File: src/rtl/divmmc_memctl_pkg.sv
// Shared types and helpers for the DivMMC SRAM memory controller.
package divmmc_memctl_pkg;

    localparam int PAGE_W = 6;

    typedef enum logic [2:0] {
        IDLE = 3'd0,
        RD   = 3'd1,
        WSET = 3'd2,
        WPUL = 3'd3,
        WHLD = 3'd4,
        WBLK = 3'd5,
        WEND = 3'd6
    } memctl_state_t;

    // DivMMC RAM pages live in the 16-page window selected by the top bits of the base.
    function automatic logic [PAGE_W-1:0] ram_page(input logic [PAGE_W-1:0] base,
                                                   input logic [3:0]        page);
        return {base[5:4], page};
    endfunction

endpackage

File: src/rtl/cpu_bus.sv
// Z80 CPU bus signals as seen by memory-side consumers.
interface cpu_bus;
    logic [15:0] a;
    logic        mreq;
    logic        rd;
    logic        wr;
    logic        rfsh;

    modport mem (input a, input mreq, input rd, input wr, input rfsh);
endinterface

File: src/rtl/divmmc_memctl.sv
// DivMMC SRAM controller: page latch plus CE/OE/WE sequencing on clk28.
// Optional DIVMMC_ROMWR_EN makes unmasked ROM-area writes reach the SRAM (ROM update).
module divmmc_memctl
    import divmmc_memctl_pkg::*;
#(
    parameter logic [PAGE_W-1:0] RAM_BASE     = 6'h20,
    parameter logic [PAGE_W-1:0] ROM_PAGE     = 6'h1F,
    parameter int                WR_SETUP     = 2,
    parameter int                WR_PULSE_MAX = 6
) (
    input  logic              rst_n,
    input  logic              clk28,
    cpu_bus.mem               bus,
    input  logic              div_map,
    input  logic              div_ram,
    input  logic [3:0]        div_page,
    input  logic              div_ramwr_mask,
    output logic              active,
    output logic [PAGE_W-1:0] ra,
    output logic              sram_ce_n,
    output logic              sram_oe_n,
    output logic              sram_we_n
);

    localparam logic [2:0] SETUP_LAST = 3'(WR_SETUP - 1);
    localparam logic [2:0] PULSE_LAST = 3'(WR_PULSE_MAX - 1);

    memctl_state_t     state_r;
    logic [2:0]        cnt_r;
    logic              hit_s;
    logic              writable_s;
    logic [PAGE_W-1:0] page_s;
    logic              unused_a_s;

    assign unused_a_s = ^bus.a[12:0];

    // Access decode: hit detection, physical page mux and write permission.
    always_comb begin
        hit_s = bus.mreq && !bus.rfsh && (bus.rd || bus.wr) &&
                (bus.a[15:14] == 2'b00) && div_map;
        if (!div_ram) begin
            page_s = ROM_PAGE;
        end else if (bus.a[13]) begin
            page_s = ram_page(RAM_BASE, div_page);
        end else begin
            page_s = ram_page(RAM_BASE, 4'h3);
        end
`ifdef DIVMMC_ROMWR_EN
        writable_s = !div_ramwr_mask;
`else
        writable_s = div_ram && !div_ramwr_mask;
`endif
    end

    // Cycle FSM; ra is latched only when leaving IDLE so remaps cannot glitch the address.
    always_ff @(posedge clk28 or negedge rst_n) begin
        if (!rst_n) begin
            state_r   <= IDLE;
            cnt_r     <= 3'd0;
            active    <= 1'b0;
            ra        <= '0;
            sram_ce_n <= 1'b1;
            sram_oe_n <= 1'b1;
            sram_we_n <= 1'b1;
        end else begin
            case (state_r)
                IDLE: begin
                    cnt_r <= 3'd0;
                    if (hit_s && bus.rd) begin
                        state_r   <= RD;
                        ra        <= page_s;
                        active    <= 1'b1;
                        sram_ce_n <= 1'b0;
                        sram_oe_n <= 1'b0;
                    end else if (hit_s && bus.wr && writable_s) begin
                        state_r   <= WSET;
                        ra        <= page_s;
                        active    <= 1'b1;
                        sram_ce_n <= 1'b0;
                    end else if (hit_s && bus.wr) begin
                        state_r   <= WBLK;
                        ra        <= page_s;
                        active    <= 1'b1;
                    end else begin
                        active    <= 1'b0;
                        sram_ce_n <= 1'b1;
                        sram_oe_n <= 1'b1;
                        sram_we_n <= 1'b1;
                    end
                end
                RD: begin
                    if (!bus.mreq) begin
                        state_r   <= IDLE;
                        active    <= 1'b0;
                        sram_ce_n <= 1'b1;
                        sram_oe_n <= 1'b1;
                    end
                end
                WSET: begin
                    if (!bus.mreq || !bus.wr) begin
                        state_r   <= IDLE;
                        active    <= 1'b0;
                        sram_ce_n <= 1'b1;
                        cnt_r     <= 3'd0;
                    end else if (cnt_r == SETUP_LAST) begin
                        state_r   <= WPUL;
                        sram_we_n <= 1'b0;
                        cnt_r     <= 3'd0;
                    end else begin
                        cnt_r <= cnt_r + 3'd1;
                    end
                end
                WPUL: begin
                    if (!bus.wr || cnt_r == PULSE_LAST) begin
                        state_r   <= WHLD;
                        sram_we_n <= 1'b1;
                        cnt_r     <= 3'd0;
                    end else begin
                        cnt_r <= cnt_r + 3'd1;
                    end
                end
                WHLD: begin
                    state_r   <= WEND;
                    sram_ce_n <= 1'b1;
                end
                WBLK, WEND: begin
                    if (!bus.mreq) begin
                        state_r <= IDLE;
                        active  <= 1'b0;
                    end
                end
                default: begin
                    state_r   <= IDLE;
                    cnt_r     <= 3'd0;
                    active    <= 1'b0;
                    sram_ce_n <= 1'b1;
                    sram_oe_n <= 1'b1;
                    sram_we_n <= 1'b1;
                end
            endcase
        end
    end

endmodule

File: src/flat_wrapper.sv
// flat-port wrapper written by rule: the top's interface ports become plain ports
module divmmc_memctl_flat import divmmc_memctl_pkg::*;
#(
    parameter logic [PAGE_W-1:0] RAM_BASE     = 6'h20,
    parameter logic [PAGE_W-1:0] ROM_PAGE     = 6'h1F,
    parameter int                WR_SETUP     = 2,
    parameter int                WR_PULSE_MAX = 6
)
  (rst_n, clk28, div_map, div_ram, div_page, div_ramwr_mask, active, ra, sram_ce_n, sram_oe_n, sram_we_n, bus_a, bus_mreq, bus_rd, bus_wr, bus_rfsh);
  cpu_bus bus_i ();
  input  logic rst_n;
  input  logic clk28;
  input  logic div_map;
  input  logic div_ram;
  input  logic [3:0] div_page;
  input  logic div_ramwr_mask;
  output logic active;
  output logic [PAGE_W-1:0] ra;
  output logic sram_ce_n;
  output logic sram_oe_n;
  output logic sram_we_n;
  input wire logic [$bits(bus_i.a)-1:0] bus_a;
  input wire logic [$bits(bus_i.mreq)-1:0] bus_mreq;
  input wire logic [$bits(bus_i.rd)-1:0] bus_rd;
  input wire logic [$bits(bus_i.wr)-1:0] bus_wr;
  input wire logic [$bits(bus_i.rfsh)-1:0] bus_rfsh;
  assign bus_i.a = bus_a;
  assign bus_i.mreq = bus_mreq;
  assign bus_i.rd = bus_rd;
  assign bus_i.wr = bus_wr;
  assign bus_i.rfsh = bus_rfsh;
  divmmc_memctl #(.RAM_BASE(RAM_BASE), .ROM_PAGE(ROM_PAGE), .WR_SETUP(WR_SETUP), .WR_PULSE_MAX(WR_PULSE_MAX)) u_core (.rst_n(rst_n), .clk28(clk28), .bus(bus_i), .div_map(div_map), .div_ram(div_ram), .div_page(div_page), .div_ramwr_mask(div_ramwr_mask), .active(active), .ra(ra), .sram_ce_n(sram_ce_n), .sram_oe_n(sram_oe_n), .sram_we_n(sram_we_n));
endmodule
File: config.mk
export PLATFORM = sky130hd
export DESIGN_NAME = divmmc_memctl_flat
export DESIGN_NICKNAME = d
export VERILOG_FILES = /design/src/rtl/divmmc_memctl_pkg.sv /design/src/rtl/cpu_bus.sv /design/src/rtl/divmmc_memctl.sv /design/src/flat_wrapper.sv
export SDC_FILE = /design/constraint.sdc
export NUM_CORES = 1
export LEC_CHECK = 0
export CORE_ASPECT_RATIO = 0.6
export CORE_MARGIN = 2
export CORE_UTILIZATION = 46
export CTS_BUF_LIST = sky130_fd_sc_hd__clkbuf_4
export DETAILED_ROUTE_END_ITERATION = 8
export DONT_BUFFER_PORTS = 1
export PLACE_DENSITY_LB_ADDON = 0.12
export SYNTH_ARGS = -nofsm -noshare
export SYNTH_HDL_FRONTEND = slang
export SYNTH_SLANG_ARGS = --single-unit
File: constraint.sdc
create_clock -name clk28 -period 1.57 [get_ports clk28]
set_input_delay 0.0785 -clock clk28 [delete_from_list [all_inputs] [get_ports clk28]]
set_output_delay 0.0785 -clock clk28 [all_outputs]
set_load 0.01 [all_outputs]
### Word-level counts from Yosys, hierarchy flattened

Cells that the tools add are included.

* word-level logic and storage cells: 100
* memory bits (writable): 0
* input bits: 29
* bits in latches: 0
* output and inout bits: 10
* bits in read-only memories: 0
* bits in registers: 16
* memories kept: 0

* equality and inequality tests: 22
* divide/modulo/power cells: 0
* add/sub/neg operators: 1
* bitwise gates (word level): 4
* shift operators: 0
* multipliers: 0
* mux-type cells: 37
* order comparisons: 0
* reductions and logical operators: 29

Operator list (number)
* $mux 3: 10
* $mux 6: 4
* $mux 1: 16
* $pmux 3 s5: 1
* $eq 3x3->1 const B: 4
* $ne 2x2->1 const B: 6
* $pmux 1 s4: 3
* $reduce_and 4->1: 3
* $pmux 3 s3: 1
* $logic_and 1x1->1: 8
* $reduce_and 7->1: 1
* $eq 3x1->1 const B: 2
* $eq 3x2->1 const B: 2
* $ne 2x1->1 const B: 3
* $ne 3x2->1 const B: 2
* $reduce_or 3->1: 2
* $reduce_or 5->1: 1
* $logic_not 1->1: 4
* $mux 4: 1
* $ne 4x1->1 const B: 1
* $ne 4x3->1 const B: 1
* $not 1->1: 4
* $reduce_or 4->1: 1
* $add 3x1->3 const B: 1
* other kinds (9): 11

### Logic depth before layout (Yosys ltp)

* depth in word-level cells: 10
* mapped depth: 7
* mapped depth without buffers: 6

### Worst setup path after synthesis

No wires, ideal clock.

* path type: register to register
* start: register u_core.cnt_r[1]
* end: register u_core.state_r[0]
* library setup time: 128 ps
* path slack: -86 ps
* arrival: 1529 ps
* required time: 1442 ps
* cell stages (with the launch flop): 7
* path through: dfrtp_1 inv_1 ha_1 nand2b_1 a21o_2 a221o_1 mux2_1

* cells in the longest elaborated chain, start to end: 4

RTL lines
* start: declaration: line divmmc_memctl.sv:29 `logic [2:0] cnt_r;`
* start signal: assignment: line divmmc_memctl.sv:110 `cnt_r <= cnt_r + 3'd1;`
* start signal: assignment: line divmmc_memctl.sv:119 `cnt_r <= cnt_r + 3'd1;`
* $eq 3x3->1: line divmmc_memctl.sv:114 `if (!bus.wr || cnt_r == PULSE_LAST) begin`
* $logic_or 1x1->1: line divmmc_memctl.sv:114
* $ne 2x1->1 (no source line)
* $reduce_and 4->1 (no source line) (*)
* end signal: assignment: line divmmc_memctl.sv:115 `state_r <= WHLD;`
* end signal: assignment: line divmmc_memctl.sv:123 `state_r <= WEND;`
* end signal: assignment: line divmmc_memctl.sv:128 `state_r <= IDLE;`
* end: declaration: line divmmc_memctl.sv:28 `memctl_state_t state_r;`

Mark *: on every way between the ends. The rest lies on a longest branch, timed or not.
A chain may end at the register's enable or synchronous reset.

### Final worst setup path

* start: register u_core.cnt_r[1]
* end: register u_core.state_r[2]

The elaborated chain is that of the path after synthesis.

==> impl_metrics.sql <==
INSERT INTO impl_metrics (metric_group, metric, value, unit) VALUES
('cells_and_area', 'drive_gt1_share', '33.1', '%'),
('setup_path', 'cp_top_family', 'compound AO/OA/AOI/OAI gates', ''),
('die', 'core_area', '2130', 'um^2'),
('grt', 'initial_antenna_violation_count', '0', ''),
('die', 'start_util', '47.7', '%'),
('synth', 'synth.cells.most_frequent', 'sky130_fd_sc_hd__dfrtp_1 (13), sky130_fd_sc_hd__nor2_1 (10), sky130_fd_sc_hd__nand2_1 (9)', ''),
('cells_and_area', 'finalCoreUtilization', '63.1', '%'),
('synth', 'postSynthAreaPerCell', '9.25', 'um^2'),
('timing', 'final-max-slew-violation-count', '0', ''),
('setup_path', 'slowest_stage', 'sky130_fd_sc_hd__dfrtp_1', ''),
('setup_path', 'critical_path.cell_chain', 'inv_2 > ha_4 > nand2b_4 > a21o_2 > a221o_1 > buf_4 > mux2i_2', ''),
('grt', 'grt_pass1_wl', '4.11', 'mm'),
('clock_network', 'cts_inserted_buffers', '3', ''),
('timing', 'finalCriticalPeriod', '1.70', 'ns'),
('routing', 'first_iter_violations', '80', ''),
('clock_network', 'clock-root-buffer', 'sky130_fd_sc_hd__clkbuf_4', ''),
('timing', 'max_slew_margin', '48.7', '%'),
('setup_path', 'arrival', '1.91', 'ns'),
('power_and_ir_drop', 'power-per-cell-area', '1460', 'nW/um^2'),
('synth', 'synth_largest_type_area_fraction', '32.0', '%'),
('timing', 'fmaxAchievable', '588', 'MHz'),
('clock_network', 'htree_levels', '1', ''),
('power_and_ir_drop', 'post-layout-total-power', '0.00197', 'W'),
('setup_path', 'crit_fanout', '3', ''),
('power_and_ir_drop', 'worst_ir_drop_vdd', '0.870', 'mV'),
('synth', 'post_synth_inst_count', '110', ''),
('clock_network', 'clkSinkCount', '16', ''),
('setup_path', 'critPathMaxStageDelay', '0.39', 'ns'),
('timing', 'share_of_the_cycle_needed_by_the_critical_path_after_routing', '108', '%'),
('synth', 'synthMostInstantiatedCell', 'sky130_fd_sc_hd__dfrtp_1', ''),
('cells_and_area', 'fin_nets', '169', ''),
('routing', 'wire_per_inst', '16.6', 'um'),
('timing', 'grt_setup_unrepaired', 'yes', ''),
('die', 'ios', '39', ''),
('routing', 'final_antenna_net_count', '0', ''),
('timing', 'final_hold_viol_count', '0', ''),
('synth', 'synth_seq_area_share', '39.7', '%'),
('setup_path', 'startpoint_type', 'register', ''),
('setup_path', 'crit_path_end_kind', 'register', ''),
('die', 'die_h', '40.4', 'um'),
('cells_and_area', 'antennaDiodeCount', '0', ''),
('cells_and_area', 'multi_input_gate_area', '619', 'um^2'),
('synth', 'synth.distinct_cells', '43', ''),
('die', 'floorplan.die_area', '2620', 'um^2'),
('synth', 'yosys_most_used_dff', 'sky130_fd_sc_hd__dfrtp_1', ''),
('synth', 'syn_nets', '142', ''),
('grt', 'largest_net_degree_at_the_start_of_global_routing', '17', ''),
('timing', 'layout_setup_ws', '-0.131', 'ns'),
('routing', 'vias', '941', ''),
('die', 'die_x', '64.7', 'um'),
('synth', 'yosysTopAreaCell', 'sky130_fd_sc_hd__dfrtp_1', ''),
('die', 'row_count', '13', ''),
('cells_and_area', 'layout-area-overhead-vs-synth', '32.2', '%'),
('power_and_ir_drop', 'cellLeakagePower', '0.591', 'nW'),
('synth', 'synthesis.yosys.warnings', '0', ''),
('placed_design', 'place.detailed.hpwl', '1.89', 'mm'),
('clock_network', 'tritoncts', 'done', ''),
('timing', 'finish_stage_setup_viols', '3', ''),
('setup_path', 'timing.setup.critical_path_class', 'reg -> reg', ''),
('placed_design', 'placement.io_buffers', '0', ''),
('status', 'failing_checks', 'negative setup slack', ''),
('grt', 'first_global_vias', '862', ''),
('status', 'run_status', 'complete, but fails checks', ''),
('synth', 'ys_seq_elements', '16', ''),
('cells_and_area', 'final.fill_count', '177', ''),
('grt', 'globalRouteOverflowTotal', '0', ''),
('placed_design', 'gp_congestion', '0.856', ''),
('routing', 'post-route-drc-count', '0', ''),
('clock_network', 'ctsLongestPathBuffers', '2', ''),
('synth', 'synth_enable_flop_cells', '0', ''),
('cells_and_area', 'ff_latch_area', '405', 'um^2');
-- area by class of cell --
cell class	instances	area share [%]
multi-input cells	82	46.0
flip-flops and latches	16	30.1
repair buffers	29	17.7
well taps	30	2.79
clock buffers	3	1.67
inverters	5	1.40
clock inverters	1	0.279
-- layout by cell type, fill, tap and decap left out, types with 2 or more instances in the layout --
cell type / n
sky130_fd_sc_hd__dfstp_2: 3
sky130_fd_sc_hd__a21oi_1: 6
sky130_fd_sc_hd__dlygate4sd3_1: 8
sky130_fd_sc_hd__nor2_1: 10
sky130_fd_sc_hd__o21ai_0: 6
sky130_fd_sc_hd__o21a_1: 3
sky130_fd_sc_hd__clkbuf_4: 3
sky130_fd_sc_hd__o211ai_1: 2
sky130_fd_sc_hd__mux2_4: 2
sky130_fd_sc_hd__nor2b_1: 3
sky130_fd_sc_hd__ha_1: 2
sky130_fd_sc_hd__nand3_1: 3
sky130_fd_sc_hd__buf_4: 21
sky130_fd_sc_hd__inv_1: 4
sky130_fd_sc_hd__a31oi_1: 3
sky130_fd_sc_hd__dfrtp_1: 12
sky130_fd_sc_hd__nand2b_1: 4
sky130_fd_sc_hd__nand2_1: 9
-- flip-flops by register name, summed over array words and instances, names as in the netlist --
register,flops
u_core.sram_oe_n,1
u_core.state_r,3
u_core.active,1
u_core.sram_we_n,1
u_core.cnt_r,3
u_core.ra,6
u_core.sram_ce_n,1
-- per-layer routing --
layer  vias to the layer above  GRT usage, %  part of all wire (%)
li1                        449             -                     -
met1                       464          29.8                    47
met2                        25          36.3                    46
met3                         3          8.15                   6.4
met4                         0          3.72                  0.36
met5                         -             0                     0
-- power breakdown --
part | leakage [nW] | switching [W] | internal [W]
Clock | 0.0154 | 0.000141 | 0.0000928
Combinational | 0.378 | 0.000467 | 0.000571
Sequential | 0.198 | 0.000161 | 0.000537
-- kinds of logic (layout without fill, tap and decap cells) --
group	Yosys count	after routing	synth area share (%)
AO/OA/AOI/OAI	36	36	24.8
adder cells (fa/ha/maj)	3	3	3.69
buffers and inverters	12	38	5.90
flip-flops	16	16	39.7
multiplexers	5	5	5.29
AND/OR/NAND/NOR	38	38	20.5
-- worst register-to-register path, cell delays in order (launching register included) --
cell and delay, ns:
sky130_fd_sc_hd__dfrtp_1 0.39, sky130_fd_sc_hd__inv_2 0.08, sky130_fd_sc_hd__ha_4 0.16, sky130_fd_sc_hd__nand2b_4 0.06, sky130_fd_sc_hd__a21o_2 0.19, sky130_fd_sc_hd__a221o_1 0.39
sky130_fd_sc_hd__buf_4 0.17, sky130_fd_sc_hd__mux2i_2 0.19
-- what timing repair did --
item,in CTS,in global routing
hold buffers,8,0
setup buffers,6,0
setup endpoints to repair,10,13
pin swaps,1,4
gates resized for setup,6,6
hold endpoints to repair,23,0
-- per-stage QoR --
stage               setup slack [ns]  cell area [um^2]  setup TNS [ns]  cells  hold slack, ns
floorplan                    -0.0545              1030          -0.109    110          -0.217
detailed placement            -0.104              1150          -0.297    150          -0.217
finish                        -0.131              1350          -0.334    166          0.0310
global route                  -0.207              1350          -0.560    166          0.0517
global placement             -0.0896              1150          -0.263    150          -0.217
CTS                          -0.0770              1330          -0.372    168          0.0267
-- final timing paths --
path | slack (ns) | from | cells past startpoint | to
worst min-delay path | 0.03 | bus_rd | 3 | u_core.sram_oe_n
min in group asynchronous | 0.28 | rst_n | 1 | u_core.cnt_r[2]
max in group asynchronous | 0.77 | rst_n | 1 | u_core.state_r[0]
worst max register to register | -0.13 | u_core.cnt_r[1] | 7 | u_core.state_r[2]
worst min register to register | 0.52 | u_core.sram_we_n | 2 | u_core.sram_we_n
worst max-delay path | -0.13 | u_core.cnt_r[1] | 7 | u_core.state_r[2]
No activity file was read; power rests on OpenSTA's default activity.
